**src/rtl/vga_pkg.sv**
```systemverilog
// vga_pkg: shared timing defaults, colour types, pattern selector and bar-index helper.
package vga_pkg;

  localparam int unsigned DEF_TOTAL_WIDTH   = 800;
  localparam int unsigned DEF_TOTAL_HEIGHT  = 525;
  localparam int unsigned DEF_ACTIVE_WIDTH  = 640;
  localparam int unsigned DEF_ACTIVE_HEIGHT = 480;
  localparam int unsigned VIDEO_WIDTH       = 3;
  localparam int unsigned CNT_W             = 10;

  typedef enum logic [2:0] {
    PAT_BLACK,
    PAT_RED,
    PAT_GREEN,
    PAT_BLUE,
    PAT_CHECKER,
    PAT_BARS,
    PAT_BORDER,
    PAT_GRADIENT
  } pattern_e;

  typedef struct packed {
    logic [VIDEO_WIDTH-1:0] r;
    logic [VIDEO_WIDTH-1:0] g;
    logic [VIDEO_WIDTH-1:0] b;
  } rgb_t;

  // Bar index 0..7 from a chain of constant-threshold comparisons (no divider).
  function automatic logic [2:0] bar_index(input logic [CNT_W-1:0] col,
                                           input logic [CNT_W-1:0] bar_w);
    logic [2:0] idx;
    idx = '0;
    for (int unsigned k = 1; k < 8; k++) begin
      if ({3'b000, col} >= 13'(k) * {3'b000, bar_w}) idx = 3'(k);
    end
    return idx;
  endfunction

endpackage

```
**src/rtl/vga_pattern_gen_if.sv**
```systemverilog
// vga_pattern_gen_if: raw sync/pattern inputs from the timing generator and VGA pin outputs.
//   master: drives i_HSync, i_VSync, i_Pattern; observes outputs
//   slave : pattern generator side
interface vga_pattern_gen_if;
  logic                            i_HSync;
  logic                            i_VSync;
  logic [2:0]                      i_Pattern;
  logic                            o_HSync;
  logic                            o_VSync;
  logic [vga_pkg::VIDEO_WIDTH-1:0] o_Red;
  logic [vga_pkg::VIDEO_WIDTH-1:0] o_Grn;
  logic [vga_pkg::VIDEO_WIDTH-1:0] o_Blu;
  logic                            o_Locked;
  logic                            o_Resync_Err;

  modport master (
    output i_HSync, i_VSync, i_Pattern,
    input  o_HSync, o_VSync, o_Red, o_Grn, o_Blu, o_Locked, o_Resync_Err
  );

  modport slave (
    input  i_HSync, i_VSync, i_Pattern,
    output o_HSync, o_VSync, o_Red, o_Grn, o_Blu, o_Locked, o_Resync_Err
  );
endinterface

```
**src/rtl/vga_sync_to_count.sv**
```systemverilog
// vga_sync_to_count: stage 1. Registers the raw syncs, detects frame start
// (VSync rising vs. its registered copy) and recovers column/row counters.
//   i_Clk, i_Rst         clock, synchronous active-high reset
//   i_HSync, i_VSync     raw syncs
//   o_HSync1, o_VSync1   registered syncs (pixel at o_Col/o_Row)
//   o_Col, o_Row         coordinate of the registered pixel
//   o_FrameStart         combinational frame-start strobe (input pixel is (0,0))
//   o_Locked             set by the first frame start after reset
//   o_Resync_Err         one-clock pulse when a frame start arrives off-count
module vga_sync_to_count
  import vga_pkg::*;
#(
  parameter int unsigned TOTAL_WIDTH  = DEF_TOTAL_WIDTH,
  parameter int unsigned TOTAL_HEIGHT = DEF_TOTAL_HEIGHT
) (
  input  logic             i_Clk,
  input  logic             i_Rst,
  input  logic             i_HSync,
  input  logic             i_VSync,
  output logic             o_HSync1,
  output logic             o_VSync1,
  output logic [CNT_W-1:0] o_Col,
  output logic [CNT_W-1:0] o_Row,
  output logic             o_FrameStart,
  output logic             o_Locked,
  output logic             o_Resync_Err
);

  localparam logic [CNT_W-1:0] COL_LAST = CNT_W'(TOTAL_WIDTH - 1);
  localparam logic [CNT_W-1:0] ROW_LAST = CNT_W'(TOTAL_HEIGHT - 1);

  logic             hsync1_q, vsync1_q;
  logic [CNT_W-1:0] col_q, col_d, row_q, row_d;
  logic             locked_q, err_q;
  logic             fs;

  assign fs = i_VSync & ~vsync1_q;

  always_comb begin
    col_d = col_q + CNT_W'(1);
    row_d = row_q;
    if (fs) begin
      col_d = '0;
      row_d = '0;
    end else if (col_q == COL_LAST) begin
      col_d = '0;
      row_d = (row_q == ROW_LAST) ? '0 : row_q + CNT_W'(1);
    end
  end

  always_ff @(posedge i_Clk) begin
    if (i_Rst) begin
      hsync1_q <= 1'b1;
      vsync1_q <= 1'b1;
      col_q    <= '0;
      row_q    <= '0;
      locked_q <= 1'b0;
      err_q    <= 1'b0;
    end else begin
      hsync1_q <= i_HSync;
      vsync1_q <= i_VSync;
      col_q    <= col_d;
      row_q    <= row_d;
      // Counters still hold the previous pixel, which must be the last of the frame.
      err_q    <= fs && locked_q && !((col_q == COL_LAST) && (row_q == ROW_LAST));
      if (fs) locked_q <= 1'b1;
    end
  end

  assign o_HSync1     = hsync1_q;
  assign o_VSync1     = vsync1_q;
  assign o_Col        = col_q;
  assign o_Row        = row_q;
  assign o_FrameStart = fs;
  assign o_Locked     = locked_q;
  assign o_Resync_Err = err_q;

endmodule

```
**src/rtl/vga_pattern_gen.sv**
```systemverilog
// vga_pattern_gen: recovers pixel position from raw syncs and drives a selectable
// test pattern with syncs delayed to stay aligned with colour (2-clock latency).
//   i_Clk, i_Rst  pixel clock, synchronous active-high reset
//   bus           vga_pattern_gen_if.slave: i_HSync/i_VSync/i_Pattern in,
//                 o_HSync/o_VSync/o_Red/o_Grn/o_Blu/o_Locked/o_Resync_Err out
module vga_pattern_gen
  import vga_pkg::*;
#(
  parameter int unsigned TOTAL_WIDTH   = DEF_TOTAL_WIDTH,
  parameter int unsigned TOTAL_HEIGHT  = DEF_TOTAL_HEIGHT,
  parameter int unsigned ACTIVE_WIDTH  = DEF_ACTIVE_WIDTH,
  parameter int unsigned ACTIVE_HEIGHT = DEF_ACTIVE_HEIGHT
) (
  input logic               i_Clk,
  input logic               i_Rst,
  vga_pattern_gen_if.slave  bus
);

  localparam logic [CNT_W-1:0] ACT_W = CNT_W'(ACTIVE_WIDTH);
  localparam logic [CNT_W-1:0] ACT_H = CNT_W'(ACTIVE_HEIGHT);
  localparam logic [CNT_W-1:0] BAR_W = CNT_W'(ACTIVE_WIDTH / 8);

  logic             hsync1, vsync1, fs, locked, resync_err;
  logic [CNT_W-1:0] col, row;

  pattern_e   pat_q;
  logic [7:0] frame_q;
  logic       hsync2_q, vsync2_q;
  rgb_t       rgb_q, rgb_d;
  logic       active;
  logic [2:0] bar;

  vga_sync_to_count #(
    .TOTAL_WIDTH (TOTAL_WIDTH),
    .TOTAL_HEIGHT(TOTAL_HEIGHT)
  ) u_sync (
    .i_Clk       (i_Clk),
    .i_Rst       (i_Rst),
    .i_HSync     (bus.i_HSync),
    .i_VSync     (bus.i_VSync),
    .o_HSync1    (hsync1),
    .o_VSync1    (vsync1),
    .o_Col       (col),
    .o_Row       (row),
    .o_FrameStart(fs),
    .o_Locked    (locked),
    .o_Resync_Err(resync_err)
  );

  always_comb begin
    rgb_d  = '0;
    active = (col < ACT_W) && (row < ACT_H);
    bar    = bar_index(col, BAR_W);
    if (active && locked) begin
      unique case (pat_q)
        PAT_BLACK:    rgb_d = '0;
        PAT_RED:      rgb_d.r = '1;
        PAT_GREEN:    rgb_d.g = '1;
        PAT_BLUE:     rgb_d.b = '1;
        PAT_CHECKER:  if (col[5] ^ row[5]) rgb_d = '1;
        PAT_BARS: begin
          rgb_d.r = {VIDEO_WIDTH{bar[0]}};
          rgb_d.g = {VIDEO_WIDTH{bar[1]}};
          rgb_d.b = {VIDEO_WIDTH{bar[2]}};
        end
        PAT_BORDER: begin
          if ((col == '0) || (col == ACT_W - CNT_W'(1)) ||
              (row == '0) || (row == ACT_H - CNT_W'(1))) rgb_d = '1;
        end
        PAT_GRADIENT: begin
          rgb_d.r = col[7:5];
          rgb_d.g = row[7:5];
          rgb_d.b = frame_q[5:3];
        end
        default:      rgb_d = '0;
      endcase
    end
  end

  // Pattern and frame count change on the same edge the counters restart,
  // so a new selection applies from pixel (0,0) onward.
  always_ff @(posedge i_Clk) begin
    if (i_Rst) begin
      pat_q    <= PAT_BLACK;
      frame_q  <= '0;
      hsync2_q <= 1'b1;
      vsync2_q <= 1'b1;
      rgb_q    <= '0;
    end else begin
      if (fs) begin
        pat_q   <= pattern_e'(bus.i_Pattern);
        frame_q <= frame_q + 8'd1;
      end
      hsync2_q <= hsync1;
      vsync2_q <= vsync1;
      rgb_q    <= rgb_d;
    end
  end

  assign bus.o_HSync      = hsync2_q;
  assign bus.o_VSync      = vsync2_q;
  assign bus.o_Red        = rgb_q.r;
  assign bus.o_Grn        = rgb_q.g;
  assign bus.o_Blu        = rgb_q.b;
  assign bus.o_Locked     = locked;
  assign bus.o_Resync_Err = resync_err;

endmodule

```
**src/flat_wrapper.sv**
```systemverilog
// flat-port wrapper written by rule: the top's interface ports become plain ports
module vga_pattern_gen_flat import vga_pkg::*;
#(
  parameter int unsigned TOTAL_WIDTH   = DEF_TOTAL_WIDTH,
  parameter int unsigned TOTAL_HEIGHT  = DEF_TOTAL_HEIGHT,
  parameter int unsigned ACTIVE_WIDTH  = DEF_ACTIVE_WIDTH,
  parameter int unsigned ACTIVE_HEIGHT = DEF_ACTIVE_HEIGHT
)
  (i_Clk, i_Rst, bus_i_HSync, bus_i_VSync, bus_i_Pattern, bus_o_HSync, bus_o_VSync, bus_o_Red, bus_o_Grn, bus_o_Blu, bus_o_Locked, bus_o_Resync_Err);
  vga_pattern_gen_if bus_i ();
  input logic i_Clk;
  input logic i_Rst;
  input wire logic [$bits(bus_i.i_HSync)-1:0] bus_i_HSync;
  input wire logic [$bits(bus_i.i_VSync)-1:0] bus_i_VSync;
  input wire logic [$bits(bus_i.i_Pattern)-1:0] bus_i_Pattern;
  output wire logic [$bits(bus_i.o_HSync)-1:0] bus_o_HSync;
  output wire logic [$bits(bus_i.o_VSync)-1:0] bus_o_VSync;
  output wire logic [$bits(bus_i.o_Red)-1:0] bus_o_Red;
  output wire logic [$bits(bus_i.o_Grn)-1:0] bus_o_Grn;
  output wire logic [$bits(bus_i.o_Blu)-1:0] bus_o_Blu;
  output wire logic [$bits(bus_i.o_Locked)-1:0] bus_o_Locked;
  output wire logic [$bits(bus_i.o_Resync_Err)-1:0] bus_o_Resync_Err;
  assign bus_i.i_HSync = bus_i_HSync;
  assign bus_i.i_VSync = bus_i_VSync;
  assign bus_i.i_Pattern = bus_i_Pattern;
  assign bus_o_HSync = bus_i.o_HSync;
  assign bus_o_VSync = bus_i.o_VSync;
  assign bus_o_Red = bus_i.o_Red;
  assign bus_o_Grn = bus_i.o_Grn;
  assign bus_o_Blu = bus_i.o_Blu;
  assign bus_o_Locked = bus_i.o_Locked;
  assign bus_o_Resync_Err = bus_i.o_Resync_Err;
  vga_pattern_gen #(.TOTAL_WIDTH(TOTAL_WIDTH), .TOTAL_HEIGHT(TOTAL_HEIGHT), .ACTIVE_WIDTH(ACTIVE_WIDTH), .ACTIVE_HEIGHT(ACTIVE_HEIGHT)) u_core (.i_Clk(i_Clk), .i_Rst(i_Rst), .bus(bus_i));
endmodule
```
**config.mk**
```make
export PLATFORM = sky130hd
export DESIGN_NAME = vga_pattern_gen_flat
export DESIGN_NICKNAME = d
export VERILOG_FILES = /design/src/rtl/vga_pkg.sv /design/src/rtl/vga_pattern_gen_if.sv /design/src/rtl/vga_sync_to_count.sv /design/src/rtl/vga_pattern_gen.sv /design/src/flat_wrapper.sv
export SDC_FILE = /design/constraint.sdc
export NUM_CORES = 1
export LEC_CHECK = 0
export CAP_MARGIN = 20
export CORE_MARGIN = 1
export CORE_UTILIZATION = 45
export DETAILED_ROUTE_END_ITERATION = 16
export PLACE_DENSITY = 0.65
export SKIP_LAST_GASP = 1
export SYNTH_ARGS = -nofsm -noshare
export SYNTH_HDL_FRONTEND = slang
export SYNTH_SLANG_ARGS = --single-unit
```
**constraint.sdc**
```tcl
create_clock -name i_Clk -period 4.8 [get_ports i_Clk]
set_input_delay 0.72 -clock i_Clk [delete_from_list [all_inputs] [get_ports i_Clk]]
set_output_delay 0.72 -clock i_Clk [all_outputs]
set_load 0.005 [all_outputs]
```
==> impl_results.md, run 1 <==
* Main synth FF type: dfxtp_1
* CTS tree: yes
* GR Layer Usage met3 at 0.04329
* Reg2Reg Depth at 5
* Minimum clock period at between 2 and 2.5 ns
* Area Overhead vs Synth at 15.51%
* Worst skew pair latency at 0.29 ns
* Worst Setup End Kind: flip-flop
* Hold WC Path Type: flip-flop to flip-flop
* Core Rows at 24
* Setup-failing EPs final at 0
* GR Layer Usage met2 at 0.2709
* Initial antenna violation count at 0
* Largest cells by area after synthesis: dfxtp_1 (42%), xor2_1 (5.4%), nor2_1 (5.0%)
* GRT Total Usage at 0.1719
* Die width at 70.27 µm
* Initial drt markers at between 40 and 50
* Setup slack, reg-to-reg at around 2.9 ns
* Fillers at around 420
* Most common cell after layout, fill and taps aside: dfxtp_1
* Status: completed
* CTS buffer count at 5
* Largest net degree at the start of global routing at 20
* Hold endpoint: u_core.bus.o_HSync$_SDFF_PP1_
* Critical path startpoint category: primary input
* Hold Startpoint: u_core.u_sync.o_HSync1$_SDFF_PP1_
* # clock sinks at between 40 and 50
* Routed Antenna Nets at 0
* Asr flop ratio synth at 0
* Number of global-route vias before repair at about 1500
* Gr busiest metal: met2
* Clock skew at 0.003263 ns
* Final net count at about 270
* Final Max Tran Viols at 0
* Worst path arrival time at 2.45 ns
* DRT Pass-1 Iters at 4
* Hold-fix buffers, CTS at 0
* Routed len/inst at between 10 and 15 µm
* Routed Wire Length at about 3800 µm
* Multi-input logic area at about 0.0011 mm²
* Pleak at roughly 0.85 nW
* Total global routing overflow at 0
* Synth Net Count at about 250
* Max Fclk at 436.7 MHz
* Most frequent cells in the layout: dfxtp_1 (44), nor2_1 (28), nand2_1 (24), clkdlybuf4s50_1 (19), xor2_1 (13)
* Root Driver: clkbuf_8
* RSZ-0062 raised after global routing: no
* Period utilisation layout at 0.4771
* Synth Warn # at 0
* PwrDens at roughly 300 mW/mm²
* Setup TNS at 0 ns
* Hold Violations, Final at 0
* GR Layer Usage met1 at 0.2230
* Vias per cell at approximately 5.3
* Hold path depth at 1
* Flops & latches, synth at between 40 and 50
* Initial core utilization at 0.4751
* Worst slew pin tran at 0.7834 ns
* Worst r2r src: u_core.u_sync.o_Col[8]$_SDFF_PP0_
* Pre-CTS WS at 2.202 ns
* Cell variety after synth at 47
* IO buf count at 19
* # resized after CTS at 0
* Die area at roughly 0.0049 mm²
* Layout cells sized above 1 at 0.06667
* Die height at roughly 70 µm
* Synth Cell Area at 0.002097 mm²
* Syn Area/Cell at slightly below 9 µm²
* Post-CTS setup buffer count at 0
* Crit path kind: primary input to flip-flop
* WP data required at a little under 5 ns
* Post-DP HPWL at roughly 2800 µm
* Longest Clk Path Bufs at 2
* Max IR drop VDD at between 0.15 and 0.2 mV
* First-pass GRT wire length at 6734 µm
* Storage cell area at 880.8 µm²
* H-tree Lvls at 2
* Slew HR at 0.4767
* Register area share after synthesis at 0.4200
* Max cap viols at 0
* IO Pins at 20
* Worst Slack Setup Final at around 2.5 ns
* Core area at ~0.0044 mm²
* Antenna Cells at 0
* Reg clk slew, reported paths at ~0.08 ns
* Max FO, Critical Path at 13
* FF-to-FF End: u_core.bus.o_Grn[1]$_SDFF_PP0_
* Routability Congestion at between 0.8 and 0.9
* Vias at 1615
* EDFF count, synth at 0
* Area leader, netlist: dfxtp_1
* Top cell type's share of synthesized area at 0.4200
* Remaining DRCs at 0
* Post-Synthesis Cells at 241
==> cell type report <==
type,instances,share of cell area
Clock inverter,2,0.02479
Tap cell,52,0.02686
Sequential cell,44,0.3636
Inverter,8,0.01240
Timing Repair Buffer,19,0.07851
Multi-Input combinational cell,177,0.4654
Clock buffer,5,0.02841
==> layer usage <==
| metal | vias to the layer above | share of wire | wire [µm] |
|---|---|---|---|
| li1 | 869 | - | - |
| met1 | 722 | 0.51 | 1955 |
| met2 | 17 | 0.45 | 1742 |
| met3 | 7 | 0.023 | 87 |
| met4 | 0 | 0.016 | 61 |
| met5 | - | 0 | 0 |
==> Yosys cell counts (5+ instances only) <==
master,number
buf_2,5
nand4_1,5
nand3_1,9
xor2_1,13
nand2_1,24
xnor2_1,9
a21oi_1,12
nor3_1,7
and3_1,6
dfxtp_1,44
inv_1,8
nor2_1,28
ha_1,5
o21ai_0,5
==> sequential cells by signal (all words and copies together) (netlist names), 3 cells and up <==
| signal | flops |
|---|---|
| u_core.u_sync.o_Row | 10 |
| u_core.bus.o_Blu | 3 |
| u_core.bus.o_Red | 3 |
| u_core.frame_q | 6 |
| u_core.pat_q | 3 |
| u_core.u_sync.o_Col | 10 |
| u_core.bus.o_Grn | 3 |
==> worst max-delay path by stage <==
stage	from	slack [ns]	cells after the start	endpoint
after floorplan	i_Rst	3.09	6	u_core.bus.o_Grn[0]$_SDFF_PP0_
after global placement	bus_i_VSync	2.23	6	u_core.frame_q[5]$_SDFFE_PP0P_
after detailed placement	bus_i_VSync	2.20	6	u_core.frame_q[5]$_SDFFE_PP0P_
after CTS	bus_i_VSync	2.52	6	u_core.frame_q[5]$_SDFFE_PP0P_
after global routing	bus_i_VSync	2.28	6	u_core.frame_q[5]$_SDFFE_PP0P_
final	bus_i_VSync	2.51	6	u_core.frame_q[5]$_SDFFE_PP0P_
==> cells by family (layout without fill, tap and decap cells) <==
logic type / count (synthesis) / count (layout) / synth area share
AOI/OAI and AO/OA: 36 / 36 / 0.1134
xor gates and xnor gates: 22 / 22 / 0.09189
adders and majority gates: 7 / 7 / 0.03998
buffers and inverters: 20 / 34 / 0.04236
DFF: 44 / 44 / 0.4200
and+or+nand+nor: 112 / 112 / 0.2924
==> where the power goes <==
group	internal [mW]	leakage (nW)	total (mW)	switching, mW
combinational	0.0157	0.426	0.0316	0.0159
sequential	0.371	0.356	0.376	0.00570
clock	0.205	0.0642	0.324	0.119
==> stage by stage <==
| stage | area [µm²] | hold slack, ns | power, mW | util | instances |
|---|---|---|---|---|---|
| after floorplan | 2097 | 0.3895 | 0.4037 | - | 241 |
| after global placement | 2293 | 0.3919 | 0.4165 | 0.5196 | 300 |
| after detailed placement | 2293 | 0.3992 | 0.4168 | 0.5196 | 300 |
| after CTS | 2422 | 0.4184 | 0.7394 | 0.5488 | 307 |
| after global routing | 2422 | 0.4326 | 0.7582 | 0.5488 | 307 |
| final | 2422 | 0.4193 | 0.7316 | 0.5488 | 307 |
==> critical path, cell delays in order <==
cell and delay [ns]:
clkdlybuf4s50_1 0.49, nor2b_1 0.65, and3_1 0.27, nand4_1 0.11, xor2_1 0.15, nor2_1 0.06
No activity file was read; power rests on OpenSTA's default activity.
==> inputs of run 2 (changes only) <==
clock period = 2.3 ns   (was 4.8 ns; I/O delays follow)
==> run 2 against run 1 <==
  * Flip-flop and latch count unchanged
  * Clock power up 43%
  * Global-route usage up 0.24 points
  * Combinational power up 120%
  * First-iteration DRC count up 110%
  * Hold slack worse by 0.0030 ns
==> impl_results.md, run 2 (synthesized netlist as in run 1, its figures left out) <==
* Routed len/inst at 12.95 µm
* Design Power at approximately 1.3 mW
* Remaining DRCs at 0
* Status: completed
* Die width at between 70 and 80 µm
* Setup slack, reg-to-reg at between 0.3 and 0.4 ns
* Max Fclk at ~520 MHz
* Root Driver: clkbuf_8
* Reg clk slew, reported paths at ~0.08 ns
* H-tree Lvls at 2
* Initial antenna violation count at 0
* Antenna Cells at 0
* Final net count at 270
* Setup-failing EPs final at 0
* Setup TNS at 0 ns
* Number of global-route vias before repair at 1534
* RSZ-0062 raised after global routing: no
* Vias per cell at between 5 and 6
* Die area at about 0.0049 mm²
* Initial drt markers at 95
* Worst skew pair latency at 0.30 ns
* IO buf count at 19
* Post-CTS setup buffer count at 0
* Clock skew at 0.004287 ns
* Max cap viols at 0
* Critical path startpoint category: flip-flop
* Vias at 1658
* Longest Clk Path Bufs at 2
* CTS tree: yes
* Most frequent cells in the layout: dfxtp_1 (44), nor2_1 (28), nand2_1 (24), clkdlybuf4s50_1 (19), xor2_1 (13)
* PwrDens at 550.3 mW/mm²
* Placed inst area at approximately 0.0023 mm²
* Minimum clock period at 1.908 ns
* DRT Pass-1 Iters at 4
* Core Rows at 24
* Fillers at between 400 and 500
* Hold-fix buffers, CTS at 0
* Hold Violations, Final at 0
* Hold WS at between 0.4 and 0.5 ns
* # clock sinks at 44
* Max IR drop VDD at 0.2401 mV
* Pleak at 0.8376 nW
* Core area at 0.004414 mm²
* Slew HR at 0.6027
* CTS buffer count at 5
* Crit path kind: flip-flop to flip-flop
* Period utilisation layout at 0.8298
* Worst slew pin tran at 0.5885 ns
* Die height at 70.27 µm
* Routed Wire Length at ~4000 µm
* Hold WC Path Type: flip-flop to flip-flop
* # resized after CTS at 0
* Max FO, Critical Path at 5
* IO Pins at 20
* Initial core utilization at 0.4751
* Final Max Tran Viols at 0
* Finished Cell Area at 0.002397 mm²
* Most common cell after layout, fill and taps aside: dfxtp_1
* GRT Total Usage at 0.1743
* Total global routing overflow at 0
* Layout cells sized above 1 at 0.07752
* Worst Setup End Kind: flip-flop
* Post-DP HPWL at 2899 µm
* Area Overhead vs Synth at 14.32%
* Worst path arrival time at 2.06 ns
* Routed Antenna Nets at 0
* First-pass GRT wire length at around 6900 µm
* WP data required at 2.45 ns
* Largest net degree at the start of global routing at 19
* Routability Congestion at about 0.86
run 2: cell count changes in the layout (fill, tap and decap cells not counted), sizes merged:
cell and delta:
buf +3, clkinv +1, bufinv -2, clkinvlp +1
run 2: final timing paths:
path	start	end	depth (start not counted)
worst max register to register	u_core.u_sync.o_Row[0]$_SDFFE_PP0P_	u_core.bus.o_Grn[1]$_SDFF_PP0_	6
worst min register to register	u_core.u_sync.o_HSync1$_SDFF_PP1_	u_core.bus.o_HSync$_SDFF_PP1_	1
worst min-delay path	u_core.u_sync.o_HSync1$_SDFF_PP1_	u_core.bus.o_HSync$_SDFF_PP1_	1
worst max-delay path	u_core.u_sync.o_Row[0]$_SDFFE_PP0P_	u_core.bus.o_Grn[1]$_SDFF_PP0_	6
run 2: routing by layer:
layer / part of all wire / global-route usage
met3: 0.030 / 0.04762
met2: 0.45 / 0.2677
met1: 0.50 / 0.2261
met5: 0 / 0
met4: 0.016 / 0.08000
run 2: power breakdown:
| group | internal, mW | total (mW) | switching, mW |
|---|---|---|---|
| logic | 0.0359 | 0.0700 | 0.0341 |
| registers | 0.773 | 0.785 | 0.0121 |
| clock network | 0.206 | 0.464 | 0.258 |
| total | 1.01 | 1.32 | 0.304 |
run 2: area by class of cell:
class / count / area (µm²) / share of cell area
multi-input combinational: 177 / 1127 / 0.4702
sequential: 44 / 880.8 / 0.3674
timing repair buffer: 22 / 212.7 / 0.08873
clock buffer: 5 / 68.82 / 0.02871
tap: 52 / 65.06 / 0.02714
inverter: 8 / 30.03 / 0.01253
clock inverter: 2 / 12.51 / 0.005219
run 2: stage by stage:
step / utilization / cells / worst slack, ns
final: 0.5431 / 310 / 0.3915
after global routing: 0.5431 / 310 / 0.1750
after CTS: 0.5431 / 310 / 0.4049
after detailed placement: 0.5247 / 303 / 0.4261
after global placement: 0.5247 / 303 / 0.4848
after floorplan: - / 241 / 0.6441
run 2: worst max-delay path: stages, from the launching register on:
cell and delay, ns:
dfxtp_1 0.37, ha_1 0.25, and4_1 0.24, nand3_1 0.09, nand3_1 0.12, o311ai_0 0.53
o31ai_1 0.17
